<file path="config.mk">
export PLATFORM = sky130hd
export DESIGN_NAME = rsa_crt_sequencer
export DESIGN_NICKNAME = d
export VERILOG_FILES = /design/src/rtl/rsa_seq_pkg.sv /design/src/rtl/rsa_rr_arb2.sv /design/src/rtl/rsa_crt_sequencer.sv
export SDC_FILE = /design/constraint.sdc
export NUM_CORES = 2
export LEC_CHECK = 0
export CORE_MARGIN = 2
export CORE_UTILIZATION = 45
export CTS_CLUSTER_SIZE = 24
export DETAILED_ROUTE_END_ITERATION = 8
export MAX_ROUTING_LAYER = met4
export PLACE_DENSITY = 0.69
export RECOVER_POWER = 100
export SETUP_SLACK_MARGIN = 0.4
export SLEW_MARGIN = 0
export SYNTH_ARGS = -nofsm -noshare
export SYNTH_HDL_FRONTEND = slang
export SYNTH_SLANG_ARGS = --single-unit
</file>
<file path="constraint.sdc">
create_clock -name clk -period 11 [get_ports clk]
set_input_delay 2.2 -clock clk [delete_from_list [all_inputs] [get_ports clk]]
set_output_delay 2.2 -clock clk [all_outputs]
set_load 0.03 [all_outputs]
</file>
<file path="src/rtl/rsa_seq_pkg.sv">
// Shared types for the RSA-CRT sequencer: FSM states, multiplier op kinds, channel ids.
// Latency: n/a (types and constants only).
// Backpressure: n/a.
package rsa_seq_pkg;

    localparam int W_DEF  = 32;
    localparam int CW_DEF = 6;

    typedef enum logic [2:0] {
        IDLE, LOAD, EXP, RED, SUB, HMUL, RECOMB, DONE
    } state_t;

    typedef enum logic [1:0] {
        REDUCE, SQ, MUL
    } op_t;

    typedef enum logic {
        CH_P, CH_Q
    } ch_t;

endpackage

</file>
<file path="src/rtl/rsa_rr_arb2.sv">
// Two-channel round-robin picker for the exponentiation phase.
// Latency: grant updates on the edge where adv (multiplier ack) is seen; init forces CH_P.
// Backpressure: none; the grant only moves when the current op is acknowledged.
// Ports: clk, rst (sync, active-high), init (reload to CH_P), adv (op acked),
//        pend_p/pend_q (channel still has ops after this ack), grant (registered).
module rsa_rr_arb2
    import rsa_seq_pkg::*;
(
    input  logic clk,
    input  logic rst,
    input  logic init,
    input  logic adv,
    input  logic pend_p,
    input  logic pend_q,
    output ch_t  grant
);

    always_ff @(posedge clk) begin
        if (rst || init) begin
            grant <= CH_P;
        end else if (adv) begin
            // Hand over to the other channel when it has work, else stay put.
            if (grant == CH_P) grant <= pend_q ? CH_Q : CH_P;
            else               grant <= pend_p ? CH_P : CH_Q;
        end
    end

endmodule

</file>
<file path="src/rtl/rsa_crt_sequencer.sv">
// RSA-CRT decryption scheduler driving one shared modular multiplier (two interleaved exponentiations + Garner).
// Latency: 2 + sum(1 + W + popcount(exp)) multiplier ops, each at least 2 cycles, plus 4 fixed cycles.
// Backpressure: mm_req is held with stable operands until mm_ack; start is ignored unless idle.
// Ports: clk, rst (sync, active-high); start + c/p/q/dp/dq/qinv operand sample; busy, done, m (2W);
//        multiplier port mm_req/mm_a/mm_b/mm_n out, mm_ack/mm_r in.
// Option: define RSA_SEQ_SKIP_LZ_EN to start each exponent scan at its highest set bit.
module rsa_crt_sequencer
    import rsa_seq_pkg::*;
#(
    parameter int W  = W_DEF,
    parameter int CW = CW_DEF
)
(
    input  logic           clk,
    input  logic           rst,
    input  logic           start,
    input  logic [W-1:0]   c,
    input  logic [W-1:0]   p,
    input  logic [W-1:0]   q,
    input  logic [W-1:0]   dp,
    input  logic [W-1:0]   dq,
    input  logic [W-1:0]   qinv,
    output logic           busy,
    output logic           done,
    output logic [2*W-1:0] m,
    output logic           mm_req,
    output logic [W-1:0]   mm_a,
    output logic [W-1:0]   mm_b,
    output logic [W-1:0]   mm_n,
    input  logic           mm_ack,
    input  logic [W-1:0]   mm_r
);

    state_t        state;
    logic [W-1:0]  c_r, p_r, q_r, dp_r, dq_r, qinv_r;
    logic [W-1:0]  acc  [2];
    logic [W-1:0]  base [2];
    logic [CW-1:0] kidx [2];
    op_t           op   [2];
    logic          fin  [2];
    logic [W-1:0]  t_r, diff_r, h_r;
    ch_t           grant;

    logic [W-1:0]  cur_exp, cur_n, iss_a, iss_b;
    logic [CW-1:0] cur_k;
    op_t           cur_op;
    logic          cur_bit, fin_after, pend_p_nx, pend_q_nx, exp_ack;

`ifdef RSA_SEQ_SKIP_LZ_EN
    function automatic logic [CW-1:0] msb_idx(input logic [W-1:0] e);
        logic [CW-1:0] r;
        r = '0;
        for (int i = 0; i < W; i++) if (e[i]) r = CW'(i);
        return r;
    endfunction
`endif

    always_comb begin
        cur_exp = (grant == CH_P) ? dp_r : dq_r;
        cur_n   = (grant == CH_P) ? p_r  : q_r;
        cur_k   = kidx[grant];
        cur_op  = op[grant];
        cur_bit = 1'b0;
        for (int i = 0; i < W; i++) if (cur_k == CW'(i)) cur_bit = cur_exp[i];
        iss_a     = c_r;
        iss_b     = W'(1);
        fin_after = 1'b0;
        case (cur_op)
            REDUCE: begin
                iss_a = c_r;
                iss_b = W'(1);
`ifdef RSA_SEQ_SKIP_LZ_EN
                // A zero exponent has no bits to scan: done once the base is reduced.
                fin_after = (cur_exp == '0);
`else
                fin_after = 1'b0;
`endif
            end
            SQ: begin
                iss_a     = acc[grant];
                iss_b     = acc[grant];
                fin_after = !cur_bit && (cur_k == '0);
            end
            MUL: begin
                iss_a     = acc[grant];
                iss_b     = base[grant];
                fin_after = (cur_k == '0);
            end
            default: ;
        endcase
        // Pending status as it will be after the current op retires; the arbiter consumes it on ack.
        pend_p_nx = (grant == CH_P) ? !fin_after : !fin[CH_P];
        pend_q_nx = (grant == CH_Q) ? !fin_after : !fin[CH_Q];
        exp_ack   = (state == EXP) && mm_req && mm_ack;
    end

    rsa_rr_arb2 u_arb (
        .clk    (clk),
        .rst    (rst),
        .init   (state == LOAD),
        .adv    (exp_ack),
        .pend_p (pend_p_nx),
        .pend_q (pend_q_nx),
        .grant  (grant)
    );

    always_ff @(posedge clk) begin
        if (rst) begin
            state  <= IDLE;
            busy   <= 1'b0;
            done   <= 1'b0;
            m      <= '0;
            mm_req <= 1'b0;
            mm_a   <= '0;
            mm_b   <= '0;
            mm_n   <= '0;
            c_r    <= '0;
            p_r    <= '0;
            q_r    <= '0;
            dp_r   <= '0;
            dq_r   <= '0;
            qinv_r <= '0;
            t_r    <= '0;
            diff_r <= '0;
            h_r    <= '0;
            for (int i = 0; i < 2; i++) begin
                acc[i]  <= '0;
                base[i] <= '0;
                kidx[i] <= '0;
                op[i]   <= REDUCE;
                fin[i]  <= 1'b0;
            end
        end else begin
            case (state)
                IDLE: begin
                    if (start) begin
                        c_r    <= c;
                        p_r    <= p;
                        q_r    <= q;
                        dp_r   <= dp;
                        dq_r   <= dq;
                        qinv_r <= qinv;
                        busy   <= 1'b1;
                        state  <= LOAD;
                    end
                end
                LOAD: begin
                    for (int i = 0; i < 2; i++) begin
                        acc[i] <= W'(1);
                        op[i]  <= REDUCE;
                        fin[i] <= 1'b0;
                    end
`ifdef RSA_SEQ_SKIP_LZ_EN
                    kidx[CH_P] <= msb_idx(dp_r);
                    kidx[CH_Q] <= msb_idx(dq_r);
`else
                    kidx[CH_P] <= CW'(W - 1);
                    kidx[CH_Q] <= CW'(W - 1);
`endif
                    state <= EXP;
                end
                EXP: begin
                    if (mm_req && mm_ack) begin
                        mm_req <= 1'b0;
                        case (cur_op)
                            REDUCE: begin
                                base[grant] <= mm_r;
                                op[grant]   <= SQ;
                                fin[grant]  <= fin_after;
                            end
                            SQ: begin
                                acc[grant] <= mm_r;
                                if (cur_bit)            op[grant]   <= MUL;
                                else if (cur_k == '0)   fin[grant]  <= 1'b1;
                                else                    kidx[grant] <= cur_k - CW'(1);
                            end
                            MUL: begin
                                acc[grant] <= mm_r;
                                op[grant]  <= SQ;
                                if (cur_k == '0) fin[grant]  <= 1'b1;
                                else             kidx[grant] <= cur_k - CW'(1);
                            end
                            default: ;
                        endcase
                    end else if (!mm_req) begin
                        if (fin[CH_P] && fin[CH_Q]) begin
                            state <= RED;
                        end else begin
                            mm_req <= 1'b1;
                            mm_a   <= iss_a;
                            mm_b   <= iss_b;
                            mm_n   <= cur_n;
                        end
                    end
                end
                RED: begin
                    // m2 lives mod q and may exceed p when q > p; bring it into range first.
                    if (mm_req && mm_ack) begin
                        mm_req <= 1'b0;
                        t_r    <= mm_r;
                        state  <= SUB;
                    end else if (!mm_req) begin
                        mm_req <= 1'b1;
                        mm_a   <= acc[CH_Q];
                        mm_b   <= W'(1);
                        mm_n   <= p_r;
                    end
                end
                SUB: begin
                    // Both operands are < p, so m1 + (p - t) < p and never overflows W bits.
                    diff_r <= (acc[CH_P] >= t_r) ? (acc[CH_P] - t_r) : (acc[CH_P] + (p_r - t_r));
                    state  <= HMUL;
                end
                HMUL: begin
                    if (mm_req && mm_ack) begin
                        mm_req <= 1'b0;
                        h_r    <= mm_r;
                        state  <= RECOMB;
                    end else if (!mm_req) begin
                        mm_req <= 1'b1;
                        mm_a   <= qinv_r;
                        mm_b   <= diff_r;
                        mm_n   <= p_r;
                    end
                end
                RECOMB: begin
                    m     <= {{W{1'b0}}, acc[CH_Q]} + ((2*W)'(h_r) * (2*W)'(q_r));
                    done  <= 1'b1;
                    busy  <= 1'b0;
                    state <= DONE;
                end
                DONE: begin
                    done  <= 1'b0;
                    state <= IDLE;
                end
                default: state <= IDLE;
            endcase
        end
    end

endmodule

</file>
## Yosys cells after proc, flatten, opt, wreduce, memory -nomap -nowiden

Memory sizes are Yosys's and may differ from the RTL's. A register that Yosys moved wholly into a read port is not among the register bits.
Index checks and enable logic that the tools add are counted.

- Add/subtract/negate cells: 5
- Multipliers: 1
- $lt $le $gt $ge: 1
- Equal/unequal tests: 53
- Muxes and demuxes: 167
- Bitwise gates (word level): 14
- Reductions and logical operators: 31

Operators with widths:

| kind | count |
|---|---|
| 2-to-1 mux 32 bit | 28 |
| one-hot mux 32 bit (3 select lines) | 2 |
| one-hot mux 32 bit (2 select lines) | 2 |
| 2-to-1 mux 1 bit | 115 |
| == test 6 x 5 -> 1 bit (second input constant) | 16 |
| adder 32 x 64 -> 64 bit | 1 |
| multiplier 32 x 32 -> 64 bit | 1 |
| OR reduction 32 bit | 2 |
| subtractor 32 bit | 2 |
| == test 6 x 4 -> 1 bit (second input constant) | 8 |
| adder 32 bit | 1 |
| greater-or-equal comparator 32 bit | 1 |
| == test 6 x 3 -> 1 bit (second input constant) | 4 |
| 2-to-1 mux 6 bit | 4 |
| != test 2 bit (second input constant) | 12 |
| one-hot mux 3 bit (8 select lines) | 1 |
| 2-to-1 mux 3 bit | 6 |
| bitwise OR 1 bit | 14 |
| == test 3 bit (second input constant) | 4 |
| == test 6 x 2 -> 1 bit (second input constant) | 2 |
| AND reduction 6 bit | 2 |
| 2-to-1 mux 2 bit | 5 |
| one-hot mux 1 bit (2 select lines) | 4 |
| AND reduction 2 bit | 4 |
| 19 further kinds | 31 |

- Register bits: 455
- RAM bits: 146
- Bits of input ports: 228
- Output and inout bits: 163
- Word-level logic and storage cells: 295
- Memories kept: 5

Memory list:

| name | depth | bits a word | read ports | clocked after Yosys merged registers in | write ports | RTL line | source |
|---|---|---|---|---|---|---|---|
| acc | 2 | 32 | 3 | 1 | 2 | rsa_crt_sequencer.sv:36 | `logic [W-1:0] acc [2];` |
| base | 2 | 32 | 1 | 1 | 2 | rsa_crt_sequencer.sv:37 | `logic [W-1:0] base [2];` |
| kidx | 2 | 6 | 1 | 1 | 2 | rsa_crt_sequencer.sv:38 | `logic [CW-1:0] kidx [2];` |
| op | 2 | 2 | 1 | 1 | 2 | rsa_crt_sequencer.sv:39 | `op_t op [2];` |
| fin | 2 | 1 | 2 | 0 | 2 | rsa_crt_sequencer.sv:40 | `logic fin [2];` |

## Depth between registers and ports, before layout

- Depth in word-level cells: 43
- Depth in mapped cells: 30
- Mapped depth without buffers: 27

## Hierarchy

Synthesis repeated with hierarchy kept, for this count alone.

- Cells, all modules: 7213
- Area, all modules: 62334.8 µm²

By module, submodules not included:

| module | instances | cells each | area an instance (µm²) | sequential area each (µm²) |
|---|---|---|---|---|
| rsa_crt_sequencer | 1 | 7209 | 62291.0 | 13472.9 |
| rsa_rr_arb2 | 1 | 4 | 43.8 | 20.0 |

## Worst setup path before layout

No wires, ideal clock.

- Path type: flip-flop to flip-flop
- Start point: register q_r[5]
- End point: register m[56]
- Setup time: 121 ps
- Arrival: 7571 ps
- Required time: 10879 ps
- Setup slack: 3308 ps
- Cell stages (with the launch flop): 27
- Buffers on the path: 2
- Period minus slack after synthesis: 7692 ps
- Path through: dfxtp_1 -> clkbuf_1 -> clkbuf_1 -> nand2_1 -> fa_1 -> inv_1 -> fa_1 -> fa_1 -> fa_1 -> fa_1 -> inv_1 -> fa_1 -> fa_1 -> inv_1 -> fa_1 -> ha_1 -> a21oi_2 -> a21boi_1 -> o311ai_2 -> o2111ai_1 -> o311ai_4 -> a21oi_2 -> a221o_1 -> a221o_1 -> o31ai_2 -> xor2_1 -> o21ai_1

- Cells in the longest elaborated chain, start to end: 2

RTL lines:

| what | RTL line | source |
|---|---|---|
| from (decl) | rsa_crt_sequencer.sv:35 | `logic [W-1:0] c_r, p_r, q_r, dp_r, dq_r, qinv_r;` |
| from (signal assigned) | rsa_crt_sequencer.sv:139 | `q_r <= q;` |
| multiplier 32 x 32 -> 64 bit | rsa_crt_sequencer.sv:227 | `m <= {{W{1'b0}}, acc[CH_Q]} + ((2*W)'(h_r) * (2*W)'(q_r));` |
| adder 32 x 64 -> 64 bit | rsa_crt_sequencer.sv:227 |  |
| to (signal assigned) | rsa_crt_sequencer.sv:227 |  |
| to (decl) | rsa_crt_sequencer.sv:25 | `output logic [2*W-1:0] m,` |

No other way between the ends.
A chain may end at the register's enable or synchronous reset.

## Worst setup path in the final report

- Start point: register q_r[2]
- End point: register m[52]

The elaborated chain is that of the path after synthesis.

==> results.tsv <==
stage	metric	value	unit
status	status	finished with violations	
status	violations	capacitance limit, slew limit	
yosys	netlist_top_cells_count	nand2_1, inv_1, fa_1	
timing	finClkSkew	0.0444	ns
detailed_routing	drtIter0Drc	4541	
cts	root_buffer	clkbuf_16	
critical_path	worstPathArrival	10.70	ns
flow_run	cap_viol_max_count	14	
yosys	ys_types	76	
pwr	ir_drop	0.101	mV
floorplanning	io_pins	391	
layout	nets	8794	
pwr	p_leak	29.8	nW
timing	min_period	10.13	ns
detailed_routing	vias	51600	
global_routing	track_usage	31.2	%
critical_path	regToRegStartpoint	q_r[2]$_SDFFE_PP0P_	
timing	relSlewSlack	-250	%
detailed_routing	routed_wl	212000	um
layout	n_fill_cell	12900	
floorplanning	design.die.area	141000	um^2
yosys	yosys_warnings	0	
timing	rsz0062_at_grt	no	
yosys	synth_edf_count	146	
cts	clk_pin_slew	0.06	ns
floorplanning	fp.coreArea	137000	um^2
critical_path	cp_max_fo	34	
floorplanning	rows	136	
yosys	synthAdderAreaFrac	37.8	%
timing	setup_viol	0	
critical_path	critPathLaunch	q_r[2]$_SDFFE_PP0P_	
critical_path	cp_data_required_time	11.57	ns
layout	fin_util	50.8	%
detailed_routing	first_pass_iters	7	
timing	fin_setup_tns	0	ns
timing	timing.fmax	98.7	MHz
yosys	synth_top_family_by_area	adder cells	
layout	register_area	13500	um^2
timing	period_share	92.1	%
yosys	seq_area_frac_synth	21.8	%
yosys	ys_ff_latch	602	
critical_path	worstSetupEndpointType	flop	
global_routing	grt_pass1_vias	53400	
cts	cts_buffer_depth	3	
yosys	synth_xor_area_share	1.56	%
critical_path	timing.rr.end	m[52]$_SDFFE_PP0P_	
yosys	syn_area	61900	um^2
cts	cts_buffers	73	
cts	postCtsSetupBuffers	0	
cts	h-tree-depth	3	
timing	slew_viol_final	711	
pwr	power-per-cell-area	93.4	nW/um^2
yosys	async_flop_share	0	%
detailed_routing	wire_per_inst	23.2	um
yosys	syn_inst	7170	
layout	largestRegisters	acc: 64 flops, base: 64 flops, m: 64 flops	
yosys	synth_area_per_cell	8.64	um^2
hold_path	hp-class	flop to flop	
yosys	synth-compound-area-share	10.5	%
critical_path	crit_type	flop to flop	
yosys	muxShareOfSynthArea	1.85	%
cts	clkSinkCount	602	
layout	area_growth	12.4	%
hold_path	worstHoldPathCells	2	
floorplanning	die_w	375	um
yosys	synth_top_area_cell	fa_1	
critical_path	endpoint	m[52]$_SDFFE_PP0P_	
cts	ctsResizeCount	0	
place	dp_hpwl	163000	um
cts	worstSkewPairLatency	0.70	ns
pwr	total_power	6.50	mW
place	io_buffers	390	
yosys	synthTopCellsByArea	fa_1, dfxtp_1, nand2_1	
critical_path	rr_worst_depth	26	
timing	holdWs	0.446	ns
global_routing	grt_max_degree	92	
yosys	netlist.area_leader.share	31.0	%
cts	cts_tree	done	
layout	multiInputGateArea	42600	um^2
critical_path	startpoint_type	flop	
floorplanning	die_h	375	um
detailed_routing	drcViolationCount	0	
timing	finalHoldViolations	0	
yosys	synth_flop_cell	dfxtp_1	
global_routing	grt_overflow	0	
layout	drive_above_1_share	3.64	%
detailed_routing	via_per_inst	5.65	
yosys	synth_simple_gate_area_share	16.9	%
critical_path	r2r_setup_slack	0.87	ns
detailed_routing	ant_nets	0	
yosys	yosysMostFrequentCell	nand2_1	
global_routing	grt_antenna_before_repair	12	
floorplanning	start_util	45.2	%
timing	worst_slew_pin_slew	5.20	ns
cts	cts_hold_buf	0	
yosys	syn_nets	8692	
place	gp_congestion	0.956	
global_routing	grt_pass1_wl	325000	um
==> critical path, stage by stage (launching register included) <==
cell      delay, ns
dfxtp_1        1.26
nand2_1        0.20
fa_1           0.60
inv_1          0.05
fa_1           0.48
inv_1          0.05
fa_1           0.49
inv_1          0.08
fa_1           0.49
fa_1           0.56
inv_1          0.06
fa_1           0.53
inv_1          0.05
fa_1           0.38
fa_1           0.40
ha_1           0.46
nand4_1        0.29
nor4_2         0.87
nand3_1        0.28
nor4b_4        0.92
o311ai_4       0.20
a21oi_1        0.35
a41oi_1        0.25
nand2_1        0.16
o21ai_0        0.12
xor2_1         0.17
a211oi_1       0.25
==> layer usage <==
layer | vias up | part of all wire, % | track usage [%]
met1 | 26000 | 40 | 39.6
li1 | 22700 | - | -
met2 | 2470 | 47 | 49.4
met5 | - | 0 | -
met4 | 0 | 4.3 | 11.8
met3 | 479 | 9.3 | 6.31
==> cells in the final DEF (no fill, tap or decap), types with 12 or more instances in the layout <==
master | Yosys | final
mux2i_1 | 100 | 100
a21o_1 | 64 | 63
o21bai_1 | 12 | 12
a21oi_1 | 509 | 510
nor2b_1 | 17 | 17
nor2_1 | 176 | 173
clkbuf_16 | 0 | 75
mux2_2 | 13 | 13
or3_1 | 17 | 17
dfxtp_1 | 456 | 443
clkdlybuf4s50_1 | 0 | 225
dlygate4sd3_1 | 0 | 164
a32o_1 | 33 | 33
edfxtp_1 | 146 | 146
ha_1 | 334 | 333
o22ai_1 | 67 | 67
o21a_1 | 16 | 16
clkbuf_1 | 438 | 26
xor2_1 | 40 | 40
fa_1 | 960 | 960
and2_0 | 0 | 50
and3_1 | 45 | 45
buf_4 | 0 | 95
a211oi_1 | 34 | 34
nand2b_1 | 31 | 31
and2_1 | 327 | 276
inv_1 | 1103 | 1103
nor3_1 | 41 | 38
a221oi_1 | 39 | 39
nand2_1 | 1653 | 1651
nand3_1 | 71 | 71
a31oi_1 | 21 | 21
xnor2_1 | 70 | 70
a311oi_1 | 40 | 40
o21ai_0 | 136 | 141
==> final cells by class <==
class | count | area share, %
multi-input cells | 4996 | 61.2
flip-flops and latches | 602 | 19.4
repair buffers | 496 | 6.69
inverters | 1103 | 5.95
well taps | 1794 | 3.22
clock buffers | 102 | 3.00
clock inverters | 28 | 0.498
diodes | 11 | 0.0395
==> cell families (layout without fill, tap and decap cells) <==
group,after synthesis,count (layout)
AND/OR/NAND/NOR,2420,2420
buffers and inverters,1572,1729
flip-flops,602,602
AO/OA/AOI/OAI,1059,1059
multiplexers,113,113
XOR/XNOR,110,110
other,0,11
adder cells (fa/ha/maj),1294,1294
==> worst min-delay path by stage <==
stage / startpoint / endpoint
after floorplan: diff_r[1]$_SDFFE_PP0P_ / diff_r[1]$_SDFFE_PP0P_
after global placement: dq_r[29]$_SDFFE_PP0P_ / dq_r[29]$_SDFFE_PP0P_
after detailed placement: c_r[27]$_SDFFE_PP0P_ / c_r[27]$_SDFFE_PP0P_
after CTS: c_r[27]$_SDFFE_PP0P_ / c_r[27]$_SDFFE_PP0P_
after global routing: c_r[27]$_SDFFE_PP0P_ / c_r[27]$_SDFFE_PP0P_
final: mm_b[11]$_SDFFE_PP0P_ / mm_b[11]$_SDFFE_PP0P_
==> where the power goes <==
| part | total (mW) | switching (mW) | internal, mW | leakage (nW) |
|---|---|---|---|---|
| combinational | 1.45 | 0.940 | 0.505 | 23.4 |
| clock | 2.51 | 1.09 | 1.42 | 1.19 |
| sequential | 2.55 | 0.154 | 2.40 | 5.24 |
==> through the flow <==
stage	worst slack (ns)	instance area (um^2)	instances
CTS	1.09	69700	9121
global placement	0.653	67200	8991
global route	0.456	69600	9131
detailed placement	1.12	67200	8991
floorplan	3.31	61900	7170
finish	0.870	69600	9132
No activity file was read; power rests on OpenSTA's default activity.
